File: config.mk
export PLATFORM = sky130hd
export DESIGN_NAME = ysyx_25070198_mem_arb
export DESIGN_NICKNAME = d
export VERILOG_FILES = /design/src/rtl/ysyx_25070198_mem_arb.sv
export SDC_FILE = /design/constraint.sdc
export NUM_CORES = 1
export LEC_CHECK = 0
export CAP_MARGIN = 20
export CORE_AREA = 2 2 109 111
export DETAILED_ROUTE_END_ITERATION = 6
export DIE_AREA = 0 0 111 113
export PLACE_DENSITY = 0.75
export RECOVER_POWER = 100
export SKIP_LAST_GASP = 1
export SYNTH_ARGS = -nofsm -noshare
export SYNTH_HDL_FRONTEND = slang
export SYNTH_SLANG_ARGS = --single-unit
File: constraint.sdc
create_clock -name clk -period 1.8 [get_ports clk]
set_input_delay 0.18 -clock clk [delete_from_list [all_inputs] [get_ports clk]]
set_output_delay 0.18 -clock clk [all_outputs]
set_load 0.05 [all_outputs]
File: src/rtl/ysyx_25070198_mem_arb.sv
// ysyx_25070198_mem_arb: IFU/LSU to single memory port arbiter, one transaction outstanding.
// Define ARB_RR_EN for round-robin on conflicts; default is fixed LSU priority.
module ysyx_25070198_mem_arb #(
    parameter int ADDR_W = 32,
    parameter int DATA_W = 32
) (
    input  logic                clk,
    input  logic                rst,
    input  logic                ifu_req_valid,
    output logic                ifu_req_ready,
    input  logic [ADDR_W-1:0]   ifu_req_addr,
    output logic                ifu_resp_valid,
    output logic [DATA_W-1:0]   ifu_resp_data,
    input  logic                lsu_req_valid,
    output logic                lsu_req_ready,
    input  logic [ADDR_W-1:0]   lsu_req_addr,
    input  logic                lsu_req_wen,
    input  logic [DATA_W-1:0]   lsu_req_wdata,
    input  logic [DATA_W/8-1:0] lsu_req_wmask,
    output logic                lsu_resp_valid,
    output logic [DATA_W-1:0]   lsu_resp_data,
    output logic                mem_req_valid,
    input  logic                mem_req_ready,
    output logic [ADDR_W-1:0]   mem_req_addr,
    output logic                mem_req_wen,
    output logic [DATA_W-1:0]   mem_req_wdata,
    output logic [DATA_W/8-1:0] mem_req_wmask,
    input  logic                mem_resp_valid,
    input  logic [DATA_W-1:0]   mem_resp_data
);
    typedef enum logic [1:0] {IDLE, REQ, WAIT} state_t;
    state_t state, state_nxt;
    logic grant, last_grant, pick_lsu, accept, resp_hit;
`ifdef ARB_RR_EN
    assign pick_lsu = lsu_req_valid && (!ifu_req_valid || !last_grant);
`else
    // last_grant is tracked but never changes the fixed-priority outcome
    assign pick_lsu = lsu_req_valid | (lsu_req_valid & last_grant);
`endif
    assign accept        = state == IDLE && (ifu_req_valid || lsu_req_valid);
    assign ifu_req_ready = state == IDLE && ifu_req_valid && !pick_lsu;
    assign lsu_req_ready = state == IDLE && pick_lsu;
    assign resp_hit      = state == WAIT && mem_resp_valid;
    assign mem_req_valid = state == REQ;
    assign ifu_resp_valid = resp_hit && !grant;
    assign lsu_resp_valid = resp_hit && grant;
    assign ifu_resp_data  = ifu_resp_valid ? mem_resp_data : '0;
    assign lsu_resp_data  = (lsu_resp_valid && !mem_req_wen) ? mem_resp_data : '0;
    always_comb begin
        state_nxt = state;
        case (state)
            IDLE:    state_nxt = accept ? REQ : IDLE;
            REQ:     state_nxt = mem_req_ready ? WAIT : REQ;
            WAIT:    state_nxt = mem_resp_valid ? IDLE : WAIT;
            default: state_nxt = IDLE;
        endcase
    end
    always_ff @(posedge clk) begin
        if (rst) begin
            state         <= IDLE;
            grant         <= 1'b0;
            last_grant    <= 1'b1;
            mem_req_addr  <= '0;
            mem_req_wen   <= 1'b0;
            mem_req_wdata <= '0;
            mem_req_wmask <= '0;
        end else begin
            state <= state_nxt;
            if (accept) begin
                grant         <= pick_lsu;
                mem_req_addr  <= pick_lsu ? lsu_req_addr : ifu_req_addr;
                mem_req_wen   <= pick_lsu && lsu_req_wen;
                mem_req_wdata <= pick_lsu ? lsu_req_wdata : '0;
                mem_req_wmask <= pick_lsu ? lsu_req_wmask : '0;
            end
            if (resp_hit)
                last_grant <= grant;
        end
    end
endmodule

# After elaboration in Yosys (flattened, before gate mapping)

Index checks and enable logic that the tools add are counted.

Input port bits: 139
Flip-flop bits (word level): 73
Output and inout bits: 138

Reductions and logical operators: 14
Mux-type cells: 9
Bitwise operators: 2
Equal/unequal tests: 2

Operators by type and width:

| kind               | number |
|---|---|
| $mux 32            | 4 |
| $logic_and 1x1->1  | 9 |
| $pmux 2 s3         | 1 |
| $mux 2             | 2 |
| $mux 4             | 1 |
| $logic_not 1->1    | 3 |
| $eq 2x1->1 const B | 1 |
| $eq 2x2->1 const B | 1 |
| $logic_not 2->1    | 1 |
| $and 1x1->1        | 1 |
| $logic_or 1x1->1   | 1 |
| $mux 1             | 1 |
| $or 1x1->1         | 1 |

# Depth between registers and ports, before layout

Depth in word-level cells: 5
Mapped depth: 6
Depth with buffers taken out: 3

# Least setup slack after synthesis

Ideal clock, no wire load.

Kind: reg-to-output
Start point: reg state[1]
End point: out ifu_req_ready
Required time: 1,620 ps
Arrival time: 1,541 ps
Cell stages (with the launch flop): 4
Setup slack: 79 ps
Buffers on the path: 1
Path through: dfxtp_1 -> buf_6 -> or3b_2 -> nor2_1

Word-level cells in the longest chain between the ends: 3

Ends and longest elaborated chain:

| item                           | RTL line | text |
|---|---|---|
| start: declaration             | 32       | `state_t state, state_nxt;` |
| start signal: assignment       | 68       | `state <= state_nxt;` |
| $logic_not 2->1                | 41       | `assign ifu_req_ready = state == IDLE && ifu_req_valid && !pick_lsu;` |
| $logic_and 1x1->1 (2 in a row) | 41       |  |
| end: declaration               | 10       | `output logic ifu_req_ready,` |

Every way passes these cells.

# Final worst setup path

Start point: reg state[0]
End point: out lsu_resp_data[25]

Word-level cells in the longest chain between the ends: 5

Ends and longest elaborated chain:

| item              | RTL line | text |
|---|---|---|
| $eq 2x2->1        | 43       | `assign resp_hit = state == WAIT && mem_resp_valid;` |
| $logic_and 1x1->1 | 43       |  |
| $logic_and 1x1->1 | 46       | `assign lsu_resp_valid = resp_hit && grant;` |
| $logic_and 1x1->1 | 48       | `assign lsu_resp_data = (lsu_resp_valid && !mem_req_wen) ? mem_resp_data : '0;` |
| $mux 32           | 48       |  |
| end: declaration  | 21       | `output logic [DATA_W-1:0] lsu_resp_data,` |

Every way passes these cells.

==> flow_metrics.tcl <==
set metrics [dict create \
    status "finished, violations left" \
    failing_checks "setup timing" \
    die_outline_height_um 113 \
    timing_max_transition_violations_final 0 \
    detail_route.wl_per_cell_um 16.7 \
    dominantRegCellSynth "sky130_fd_sc_hd__dfxtp_1" \
    tritoncts.num_buffers 9 \
    placed_cells 800 \
    final_period_minus_worst_setup_slack_ns 1.85 \
    globalRouteOverflowTotal 0 \
    synth_cells 407 \
    detailedRoute.firstIterationViolations 155 \
    design.portCount 277 \
    number_of_flops_mapped_to_enable_cells_by_yosys 0 \
    worst_slack_ns -0.0470 \
    fill_cell_instance_count_of_the_final_layout 915 \
    fin_skew_ns 0.00837 \
    critPathRequiredTime_ns 1.62 \
    netlist.area_leader.share_pct 41.8 \
    root_buffer "sky130_fd_sc_hd__clkbuf_16" \
    cellLeakagePower_nw 2.96 \
    finalHoldViolCount 0 \
    drt_pre_antenna_iters 4 \
    cap_viol_max_count 0 \
    post_drt_via_cell_ratio 4.84 \
    synth_cell_type_count 24 \
    timing_worst_slew_pin_value_ns 0.745 \
    via_count_of_the_first_global_routing_pass 3912 \
    htree_num_levels 3 \
    area_growth_synth_to_finish_pct 113 \
    max_freq_ghz 0.541 \
    synth_sequential_area_ratio_pct 41.8 \
    drt_wl_total_um 13700 \
    worst_ep_arrival_time_ns 1.67 \
    worst_r2r_path_depth 5 \
    layout.cell_area.non_filler_um2 7350 \
    vdd_ir_drop_max_uv 439 \
    fp.dieW_um 111 \
    floorplan.die_area_um2 12500 \
    maxSlewHeadroom_pct 50.2 \
    portBuffers 276 \
    postSynthNetCount 546 \
    gp_routability_congestion 0.846 \
    num_vias 3975 \
    setup-violations-final 21 \
    whs_ns 0.366 \
    total_power_w 0.00528 \
    rsz0062_at_grt "yes" \
    wire_length_of_the_first_global_routing_pass_um 20800 \
    cell_area_placed_um2 7020 \
    clock_latency_ns 0.33 \
    place_hpwl_um 10700 \
    worstHoldPathType "in2reg" \
    synth-warning-count 0 \
    start_util_pct 30.6 \
    timing.critical_path.from_type "register" \
    syn_area_per_cell_um2 8.48 \
    power_per_cell_area_nw_per_um2 718 \
    post_layout_nonfiller_instances 822 \
    synth.cell_area_um2 3450 \
    largest_net_degree_at_the_start_of_global_routing 39 \
    netlist_top_cells_area "sky130_fd_sc_hd__dfxtp_1 (42%), sky130_fd_sc_hd__and2_1 (12%), sky130_fd_sc_hd__a21oi_1 (10%), sky130_fd_sc_hd__mux2i_1 (9.3%), sky130_fd_sc_hd__a211oi_1 (7.2%)" \
    ys_ff_latch 72 \
    tritoncts "built" \
    number_of_antenna_violations_at_the_first_check_in_global_routing 2 \
    synth_area_leader_cell "sky130_fd_sc_hd__dfxtp_1" \
    drc 0 \
    placeable_core_area_um2 11300 \
    layout-drive-gt1-share_pct 17.7 \
    final.period_utilization_pct 103 \
    clock_tree.buffer_depth 2 \
    worst_setup_path_end_kind "output pin" \
    crit_path_max_fo 16 \
    async_s_r_ff_share_synth_pct 0 \
    row_count 39 \
    antenna_violating_nets_post_route 0 \
    clock_sinks 72 \
    worst-setup-path-type "reg2out" \
    clk_transition_reported_paths_ns 0.05 \
    hold_path_depth 2 \
    dpl_worst_slack_ns 0.0199 \
    netlist_top_cells_count "sky130_fd_sc_hd__a21oi_1 (72), sky130_fd_sc_hd__dfxtp_1 (72), sky130_fd_sc_hd__and2_1 (64), sky130_fd_sc_hd__nand2_1 (37), sky130_fd_sc_hd__a211oi_1 (33)" \
    layout.nets 811 \
    gr-usage-all-layers_pct 20.8 \
]
[cell usage in the layout (no fill, tap or decap), types with 10 or more instances in the layout]
| cell | synthesis | final |
|---|---|---|
| sky130_fd_sc_hd__clkbuf_16 | 0 | 10 |
| sky130_fd_sc_hd__a211oi_1 | 33 | 33 |
| sky130_fd_sc_hd__a21oi_1 | 72 | 72 |
| sky130_fd_sc_hd__clkdlybuf4s50_1 | 0 | 155 |
| sky130_fd_sc_hd__and2_1 | 64 | 25 |
| sky130_fd_sc_hd__o21ai_0 | 32 | 35 |
| sky130_fd_sc_hd__mux2i_1 | 32 | 32 |
| sky130_fd_sc_hd__buf_12 | 0 | 70 |
| sky130_fd_sc_hd__and2_0 | 0 | 31 |
| sky130_fd_sc_hd__dfxtp_1 | 72 | 70 |
| sky130_fd_sc_hd__nand2_1 | 37 | 37 |
| sky130_fd_sc_hd__dlygate4sd3_1 | 0 | 50 |
| sky130_fd_sc_hd__buf_4 | 6 | 13 |
[critical path, stage by stage, from the launching register on]
cell and delay (ns):
sky130_fd_sc_hd__dfxtp_2 0.35, sky130_fd_sc_hd__nand4b_1 0.25, sky130_fd_sc_hd__nor2_4 0.21, sky130_fd_sc_hd__clkbuf_16 0.19
sky130_fd_sc_hd__and2_1 0.19, sky130_fd_sc_hd__buf_12 0.15
[state kept, by name, indices dropped and copies added, names as in the netlist]
register       flops
grant              1
mem_req_addr      32
mem_req_wdata     32
mem_req_wen        1
mem_req_wmask      4
state              2
[kinds of logic (layout without fill, tap and decap cells)]
logic type             Yosys count  after routing  share of synthesized area [%]
AOI/OAI and AO/OA              142            142                           23.0
other                            0              2                              0
muxes                           32             32                           9.28
DFF                             72             72                           41.8
buffers and inverters           43            313                           6.85
and+or+nand+nor                118            118                           19.1
[cell type report]
type	count	area (um2)	share of cell area (%)
Multi-Input combinational cell	292	1800	24.5
Clock inverter	5	40.0	0.545
Antenna cell	2	5.00	0.0681
Clock buffer	11	253	3.44
Inverter	1	3.75	0.0511
Tap cell	143	179	2.43
Timing Repair Buffer	296	3620	49.3
Sequential cell	72	1440	19.6
[through the flow]
stage | utilization (%) | TNS [ns]
after floorplan | - | 0
after global placement | 62.2 | 0
after detailed placement | 62.2 | 0
after CTS | 64.9 | -0.0105
after global routing | 65.2 | -2.66
final | 65.2 | -0.441
[power by group]
group | switching [W] | internal, W | leakage, nW
sequential | 0.0000791 | 0.00175 | 0.595
clock | 0.000694 | 0.00102 | 0.140
combinational | 0.00103 | 0.000710 | 2.22
[metal layers]
metal | GRT usage [%] | vias to the layer above | wire, um
li1 | - | 1947 | -
met1 | 21.9 | 1814 | 5060
met2 | 38.7 | 182 | 7180
met3 | 5.30 | 32 | 977
met4 | 10.3 | 0 | 508
met5 | 0 | - | 0
[path summary, 6_finish.rpt]
kind                      from                 to  slack (ns)
max                   state[0]  lsu_resp_data[25]       -0.05
min                        rst              grant        0.37
max reg2reg           state[1]   mem_req_addr[28]        0.12
min reg2reg  mem_req_wdata[27]  mem_req_wdata[27]        0.47
[what timing repair did]
item,4_1_cts,5_1_grt
pin swaps,0,1
setup endpoints to repair,32,32
buffers inserted,1,2
gates resized for setup,2,10
hold buffers,0,0
gates cloned,0,1
(Power assumes the default switching activity.)
